--- src/rtl/mod13_sched.sv ---
// Two-requester interval scheduler timed by a shared mod-13 tick counter.
// Define MOD13_SCHED_RR_EN for round-robin arbitration (default: req[0] wins).
module mod13_sched (
  input  logic       clk,
  input  logic       rst_n,
  input  logic [1:0] req,
  input  logic [3:0] len0,
  input  logic [3:0] len1,
  input  logic       tick,
  output logic [1:0] gnt,
  output logic [1:0] done,
  output logic       busy,
  output logic [3:0] qo
);

  typedef enum logic [1:0] {
    S_IDLE = 2'd0,
    S_RUN  = 2'd1,
    S_DONE = 2'd2
  } state_e;

  state_e     state_q, state_d;
  logic [3:0] cnt_q, cnt_d;
  logic [3:0] lm1_q, lm1_d;
  logic       win_q, win_d;
  logic       pick;

`ifdef MOD13_SCHED_RR_EN
  logic       last_q, last_d;
`endif

  // Terminal count: lengths 0 and 13..15 all mean a full 13-tick lap.
  function automatic logic [3:0] eff_m1(input logic [3:0] len);
    if (len == 4'd0 || len > 4'd12) eff_m1 = 4'd12;
    else eff_m1 = len - 4'd1;
  endfunction

`ifdef MOD13_SCHED_RR_EN
  always_comb begin
    if (req[0] && req[1]) pick = ~last_q;
    else pick = ~req[0];
  end
`else
  always_comb pick = ~req[0];
`endif

  always_ff @(posedge clk or negedge rst_n) begin
    if (!rst_n) begin
      state_q <= S_IDLE;
      cnt_q   <= 4'd0;
      lm1_q   <= 4'd0;
      win_q   <= 1'b0;
`ifdef MOD13_SCHED_RR_EN
      last_q  <= 1'b1;
`endif
    end else begin
      state_q <= state_d;
      cnt_q   <= cnt_d;
      lm1_q   <= lm1_d;
      win_q   <= win_d;
`ifdef MOD13_SCHED_RR_EN
      last_q  <= last_d;
`endif
    end
  end

  always_comb begin
    state_d = state_q;
    cnt_d   = cnt_q;
    lm1_d   = lm1_q;
    win_d   = win_q;
`ifdef MOD13_SCHED_RR_EN
    last_d  = last_q;
`endif
    unique case (state_q)
      S_IDLE: begin
        if (|req) begin
          state_d = S_RUN;
          cnt_d   = 4'd0;
          win_d   = pick;
          lm1_d   = pick ? eff_m1(len1) : eff_m1(len0);
`ifdef MOD13_SCHED_RR_EN
          last_d  = pick;
`endif
        end
      end
      S_RUN: begin
        // Abandon outranks completion on the same edge.
        if (!req[win_q]) begin
          state_d = S_IDLE;
          cnt_d   = 4'd0;
        end else if (tick) begin
          if (cnt_q == lm1_q) begin
            state_d = S_DONE;
            cnt_d   = 4'd0;
          end else begin
            cnt_d = cnt_q + 4'd1;
          end
        end
      end
      S_DONE: state_d = S_IDLE;
      default: begin
        state_d = S_IDLE;
        cnt_d   = 4'd0;
      end
    endcase
  end

  always_comb begin
    logic [1:0] wsel;
    wsel = win_q ? 2'b10 : 2'b01;
    gnt  = (state_q == S_RUN) ? wsel : 2'b00;
    done = (state_q == S_DONE) ? wsel : 2'b00;
    busy = (state_q != S_IDLE);
    qo   = cnt_q;
  end

endmodule

--- config.mk ---
export PLATFORM = sky130hd
export DESIGN_NAME = mod13_sched
export DESIGN_NICKNAME = d
export VERILOG_FILES = /design/src/rtl/mod13_sched.sv
export SDC_FILE = /design/constraint.sdc
export NUM_CORES = 1
export LEC_CHECK = 0
export BUFFER_PORTS_ARGS = -buffer_cell sky130_fd_sc_hd__buf_4
export CAP_MARGIN = 40
export CORE_UTILIZATION = 54
export DETAILED_ROUTE_END_ITERATION = 16
export PLACE_DENSITY = 0.93
export SYNTH_ARGS = -nofsm -noshare
export SYNTH_HDL_FRONTEND = slang
export SYNTH_SLANG_ARGS = --single-unit
--- constraint.sdc ---
create_clock -name clk -period 4.53 [get_ports clk]
set_input_delay 0.6795 -clock clk [delete_from_list [all_inputs] [get_ports clk]]
set_output_delay 0.6795 -clock clk [all_outputs]
set_load 0.03 [all_outputs]
==> results.json, run 1 <==
{
  "tritoncts": "done",
  "setup-violations-final": 0,
  "grt_usage_pct": 23.6,
  "hold_class": "in -> async",
  "clock_latency_ns": 0.27,
  "synth_top_area_share_pct": 34.8,
  "die_area_sq_um": 1620,
  "cp_top_family": "flip-flops",
  "port_buffers": 21,
  "whs_ns": 0.230,
  "clock_skew_ns": 0.00517,
  "fin_crit_ns": 1.91,
  "dp_slack_ns": 2.60,
  "synth_warnings": 0,
  "area_growth_pct": 25.0,
  "ant_nets": 0,
  "diodes": 0,
  "coreArea_sq_um": 1330,
  "cts-htree-levels": 1,
  "syn_area_per_cell_sq_um": 9.30,
  "synth_common_cells": "dfrtp_1, inv_1, nand2_1",
  "ys_ff_latch": 11,
  "crit_buf_inv": 1,
  "crit_chain": "nand2b_2, nor2_1, buf_4",
  "status": "complete, no violations",
  "antenna_found_initial": 0,
  "syn-num-nets": 101,
  "p_leak_nw": 0.480,
  "gr-total-overflow": 0,
  "pwr_density_cell_nw_per_um2": 497,
  "ys.flop_type": "dfrtp_1",
  "die-width_microns": 40.3,
  "grt_pass1_wl_microns": 2440,
  "max_cap_violations": 0,
  "startpoint_type": "register",
  "clk_pin_slew_ns": 0.07,
  "dpl-instance-area_sq_um": 962,
  "wire_per_inst_microns": 13.9,
  "ys_seq_area_share_pct": 34.8,
  "gp_congestion": 0.829,
  "drive_gt1_share_pct": 31.2,
  "critPathMaxStageDelay_ns": 0.44,
  "synthDistinctLibCells": 37,
  "crit_required_ns": 3.85,
  "hold_viol_final": 0,
  "rsz0062_at_grt": "false",
  "synthArstFlopShare_pct": 100,
  "cts.hold.buffers_added": 0,
  "tightest_slew_ns": 0.619,
  "postCtsResizedCells": 0,
  "final.period_utilization_pct": 42.2,
  "ir_drop_v": 0.000383,
  "drv_slew": 0,
  "syn_inst": 85,
  "synth_edf_count": 0,
  "first_pass_iters": 4,
  "finalWorstSetupSlack_ns": 2.62,
  "pin_count": 22,
  "cts-root-buf": "clkbuf_4",
  "postCtsSetupBuffers": 0,
  "slowest_stage": "dfrtp_1",
  "finalSetupTns_ns": 0,
  "grt_max_degree": 12,
  "clock.fmax_mhz": 523,
  "dp_hpwl_microns": 1370,
  "finalCoreUtilization_pct": 74.1,
  "fp-row-count": 13,
  "grt_pass1_vias": 576,
  "cp.arrival_ns": 1.23,
  "end_kind": "output port",
  "initial_core_util_pct": 59.3,
  "clk_path_buf_depth": 2,
  "drtIter0Drc": 32,
  "detail_route.drc_violations": 0,
  "vias": 717,
  "syn_area_sq_um": 791,
  "viasPerCell": 5.78,
  "yosysTopAreaCell": "dfrtp_1",
  "die_h_microns": 40.3,
  "final_nets": 126,
  "wl_microns": 1730,
  "cts_made_buffers": 3,
  "synthTopCellsByArea": "dfrtp_1, xor2_1, inv_1, ha_1, nand2_1",
  "fin_area_sq_um": 988,
  "critPathKind": "reg -> out",
  "cp_max_fo": 6,
  "clkSinkCount": 11,
  "relSlewSlack_pct": 58.7
}
[cell families after synthesis]
family                     after synthesis  share of synthesized area, %
and+or+nand+nor                         29                          23.1
AOI/OAI and AO/OA                       22                          22.2
buffers and inverters                   12                          5.85
DFF                                     11                          34.8
xor gates and xnor gates                 6                          6.65
adders and majority gates                3                          4.75
muxes                                    2                          2.69
[report_power, final]
group | total (mW) | switching [mW] | internal [mW]
clock network | 0.0663 | 0.0322 | 0.0341
registers | 0.170 | 0.0386 | 0.131
logic | 0.255 | 0.149 | 0.105
[worst register-to-register path, cell delays in order (launching register included)]
cell and delay (ns):
dfrtp_1 0.44, nand2b_2 0.26, o32ai_2 0.59, or2_0 0.18, o21ai_0 0.07
[layout make-up]
class,instances,area [sq um]
well taps,15,18.8
inverters,11,41.3
flip-flops and latches,11,275
fillers,112,345
multi-input cells,62,469
clock buffers,4,26.3
repair buffers,21,158
[per-stage QoR]
step,total power [mW],std cells
floorplan,0.347,85
global placement,0.417,120
detailed placement,0.425,120
CTS,0.493,124
global route,0.525,124
finish,0.491,124
[state kept, by name, summed over array words and instances, names as in the netlist]
register,count
state_q,2
lm1_q,4
win_q,1
qo,4
[placed cells by master, fill, tap and decap left out, drive strengths merged, types with 3 or more instances in the layout]
cell type   n
a21oi       5
buf        21
clkbuf      4
dfrtp      11
ha          3
inv        11
nand2       8
nor2        6
nor3b       3
o21ai       3
xor2        5
[routing by layer]
layer,track usage [%],routed length [microns],up-vias
met1,29.2,753,341
met3,10.0,80,0
met5,0,0,-
met4,1.67,0,0
li1,-,-,360
met2,39.9,895,16
[worst paths after layout]
kind	startpoint	endpoint	slack (ns)	depth (start not counted)
max	state_q[1]	gnt[0]	2.62	3
min in group clk	lm1_q[2]	lm1_q[2]	0.51	2
min reg2reg	lm1_q[2]	lm1_q[2]	0.51	2
max in group asynchronous	rst_n	lm1_q[0]	4.15	1
max reg2reg	state_q[1]	qo[0]	2.88	4
min	rst_n	state_q[1]	0.23	1
(Power assumes the default switching activity.)
==> run 2, diff against run 1 <==
- CORE_UTILIZATION: 54 -> 45
- PLACE_DENSITY: 0.93 -> 0.84
- clock period: 4.53 -> 1.7 ns (I/O delays scaled with it)
==> results.json, run 2 (synthesized netlist as in run 1, its figures left out) <==
{
  "status": "finished, violations left",
  "violations": "design-rule violations",
  "clkSinkCount": 11,
  "whs_ns": 0.234,
  "final_nets": 127,
  "initial_core_util_pct": 50.2,
  "grt_usage_pct": 21.3,
  "crit_required_ns": 1.89,
  "wire_per_inst_microns": 14.5,
  "min_to": "lm1_q[0]",
  "drtIter0Drc": 6,
  "die-width_microns": 43.9,
  "pin_count": 22,
  "ant_nets": 0,
  "viasPerCell": 5.88,
  "dpl-instance-area_sq_um": 963,
  "grt_pass1_vias": 709,
  "rsz0062_at_grt": "false",
  "whs_path_depth": 2,
  "num-fill-cells": 137,
  "clock_skew_ns": 0.00301,
  "max_cap_violations": 0,
  "clock_latency_ns": 0.28,
  "port_buffers": 21,
  "cp.arrival_ns": 1.79,
  "diodes": 0,
  "dp_hpwl_microns": 1380,
  "dp_slack_ns": 0.0790,
  "end_kind": "register",
  "drive_gt1_share_pct": 32.7,
  "clk_pin_slew_ns": 0.07,
  "reg2reg_from": "state_q[0]",
  "layout_common_cells": "buf_4, inv_1, dfrtp_1",
  "reg2reg_slack_ns": 0.1,
  "area_growth_pct": 28.5,
  "die_area_sq_um": 1930,
  "gp_congestion": 0.832,
  "layout_commonest_cell": "buf_4",
  "drv_slew": 0,
  "finalWorstSetupSlack_ns": 0.0962,
  "grt_max_degree": 12,
  "clock.fmax_mhz": 624,
  "cts_made_buffers": 3,
  "hold_class": "in -> reg",
  "fin_area_sq_um": 1020,
  "gr-total-overflow": 0,
  "tritoncts": "done",
  "reg2reg_depth": 4,
  "wl_microns": 1830,
  "antenna_found_initial": 0,
  "coreArea_sq_um": 1580,
  "place_inst": 121,
  "finish.cell_count_without_fillers": 126,
  "hold_path.startpoint": "len1[0]",
  "final.period_utilization_pct": 94.3,
  "pwr_density_cell_nw_per_um2": 1330,
  "tightest_slew_ns": 0.385,
  "finalSetupTns_ns": 0,
  "fin_crit_ns": 1.60,
  "die_h_microns": 43.9,
  "fp-row-count": 14,
  "relSlewSlack_pct": 74.4,
  "startpoint_type": "register",
  "cts-htree-levels": 1,
  "first_pass_iters": 10,
  "setup-violations-final": 0,
  "hold_viol_final": 0,
  "ir_drop_v": 0.000787,
  "detail_route.drc_violations": 1,
  "cp_max_fo": 7,
  "p_leak_nw": 0.483,
  "vias": 741,
  "grt_pass1_wl_microns": 2980,
  "cts-root-buf": "clkbuf_4",
  "clk_path_buf_depth": 2,
  "critPathKind": "reg -> reg",
  "postCtsSetupBuffers": 0,
  "reg2reg_to": "lm1_q[0]"
}
## run 2: worst max-delay path, cell delays in order, from the launching register on
cell and delay [ns]:
dfrtp_2 0.47, nor2_4 0.15, o21ai_2 0.14, or4_1 0.55, o221ai_1 0.20
## run 2: final cells by class
| class | instances | area, sq um | share of cell area [%] |
|---|---|---|---|
| Sequential cell | 11 | 277 | 27.2 |
| Multi-Input combinational cell | 62 | 484 | 47.7 |
| Inverter | 11 | 41.3 | 4.06 |
| Tap cell | 16 | 20.0 | 1.97 |
| Timing Repair Buffer | 22 | 168 | 16.5 |
| Clock buffer | 4 | 26.3 | 2.59 |
## run 2: report_power, final
part	total (mW)	switching, mW	internal [mW]
Clock	0.186	0.0950	0.0911
Combinational	0.700	0.403	0.297
Sequential	0.468	0.116	0.352
Total	1.35	0.614	0.741
## run 2: per-layer routing
metal  up-vias  global-route usage, %  part of all wire (%)
li1        363                      -                     -
met1       361                   26.2                    44
met2        14                   34.9                    51
met3         3                   5.00                   3.7
met4         0                   10.3                   1.4
met5         -                      0                     0
## run 2: what timing repair did
action                                  4_1_cts  5_1_grt
endpoints found under the hold margin        11        0
resized for setup                             0        3
endpoints found under the setup margin        0        3
hold buffers                                  1        0
## run 2: metrics by stage
step	total power, mW	utilization [%]
finish	1.35	64.4
global route	1.46	64.4
CTS	1.32	63.4
detailed placement	1.14	61.1
global placement	1.11	61.1
floorplan	0.925	-
## run 2: worst max-delay path by stage
stage,from,endpoint,slack (ns),cells after the start
after detailed placement,state_q[0],lm1_q[0],0.08,4
after CTS,state_q[0],lm1_q[0],0.09,4
after global placement,qo[0],qo[2],0.14,4
final,state_q[0],lm1_q[0],0.1,4
after global routing,qo[2],state_q[0],0.006,4
after floorplan,qo[0],qo[2],0.11,4
==> run 3, diff against run 2 <==
- CORE_MARGIN: default -> 4
==> results.json, run 3 (synthesized netlist as in run 1, its figures left out) <==
{
  "rsz0062_at_grt": "false",
  "crit_path_start": "state_q[0]",
  "tightest_slew_ns": 0.480,
  "pin_count": 22,
  "die_h_microns": 49.9,
  "finalSetupTns_ns": 0,
  "setup-violations-final": 0,
  "gr-total-overflow": 0,
  "die-width_microns": 49.9,
  "startpoint_type": "register",
  "cts-root-buf": "clkbuf_4",
  "end_kind": "register",
  "drive_gt1_share_pct": 32.7,
  "dp_hpwl_microns": 1390,
  "ir_drop_v": 0.000882,
  "dp_slack_ns": 0.0747,
  "gp_congestion": 0.802,
  "detail_route.drc_violations": 0,
  "ant_nets": 0,
  "drv_slew": 0,
  "initial_core_util_pct": 50.2,
  "critPathKind": "reg -> reg",
  "cts_made_buffers": 3,
  "grt_usage_pct": 16.1,
  "finalCoreUtilization_pct": 65.2,
  "coreArea_sq_um": 1580,
  "final_nets": 127,
  "clk_path_buf_depth": 2,
  "clkSinkCount": 11,
  "cts-htree-levels": 1,
  "pwr_density_cell_nw_per_um2": 1350,
  "clock.fmax_mhz": 618,
  "hold_path.startpoint": "len1[0]",
  "wire_per_inst_microns": 14.6,
  "cp_max_fo": 7,
  "hold_class": "in -> reg",
  "final.period_utilization_pct": 95.1,
  "drtIter0Drc": 12,
  "die_area_sq_um": 2490,
  "layout_common_cells": "buf_4, inv_1, dfrtp_1",
  "vias": 730,
  "hold_viol_final": 0,
  "diodes": 0,
  "relSlewSlack_pct": 67.1,
  "max_cap_violations": 0,
  "fin_crit_ns": 1.62,
  "clock_skew_ns": 0.00138,
  "clk_pin_slew_ns": 0.07,
  "antenna_found_initial": 0,
  "fp-row-count": 14,
  "postCtsSetupBuffers": 0,
  "p_leak_nw": 0.486,
  "area_growth_pct": 29.9,
  "cp.arrival_ns": 1.80,
  "first_pass_iters": 4,
  "finalWorstSetupSlack_ns": 0.0829,
  "layout_commonest_cell": "buf_4",
  "grt_pass1_wl_microns": 3070,
  "grt_pass1_vias": 697,
  "tritoncts": "done",
  "reg2reg_from": "state_q[0]",
  "status": "complete, no violations",
  "port_buffers": 21,
  "wl_microns": 1840,
  "viasPerCell": 5.79,
  "crit_required_ns": 1.88,
  "grt_max_degree": 12,
  "clock_latency_ns": 0.27
}
==> run 3: cell counts in the layout (fill, tap and decap cells not counted) <==
No cell type changed its count.
==> run 3: layout make-up <==
class	count	area, sq um
Clock buffer	4	26.3
Fill cell	132	549
Inverter	11	41.3
Multi-Input combinational cell	62	495
Sequential cell	11	277
Tap cell	16	20.0
Timing Repair Buffer	22	168
==> run 3: where the power goes <==
part,total (mW),internal [mW],switching [mW]
Combinational,0.736,0.307,0.429
Clock,0.181,0.0908,0.0898
Sequential,0.466,0.352,0.114
==> run 3: metrics by stage <==
step,total power [mW],std cells,area (sq um),hold slack (ns)
2_1_floorplan,0.925,85,791,-0.0406
3_3_place_gp,1.11,121,963,0.0986
3_5_place_dp,1.14,121,963,0.0989
4_1_cts,1.32,126,1000,0.234
5_1_grt,1.49,126,1030,0.229
6_report,1.38,126,1030,0.238
==> run 3: worst paths after layout <==
check	endpoint	slack, ns	cells after the start
min reg2reg	lm1_q[2]	0.50	2
min in group asynchronous	qo[1]	0.35	2
max reg2reg	lm1_q[0]	0.08	4
max	lm1_q[0]	0.08	4
max in group asynchronous	state_q[0]	1.18	2
min	lm1_q[0]	0.24	2
==> run 3: worst max-delay path: stages, from the launching register on <==
cell      delay [ns]
dfrtp_2         0.47
nor2_4          0.15
o21ai_2         0.14
or4_1           0.58
o221ai_1        0.19
==> run 3: per-layer routing <==
metal / up-vias / wire length, microns / global-route usage [%]
met5: - / 0 / 0
li1: 364 / - / -
met1: 349 / 779 / 19.8
met4: 0 / 22 / 6.91
met3: 2 / 77 / 3.92
met2: 15 / 956 / 26.4
==> run 3: timing repair <==
item | in CTS | in global routing
endpoints found under the setup margin | 0 | 4
hold endpoints to repair | 11 | 0
resized for setup | 0 | 4
hold buffers | 1 | 0
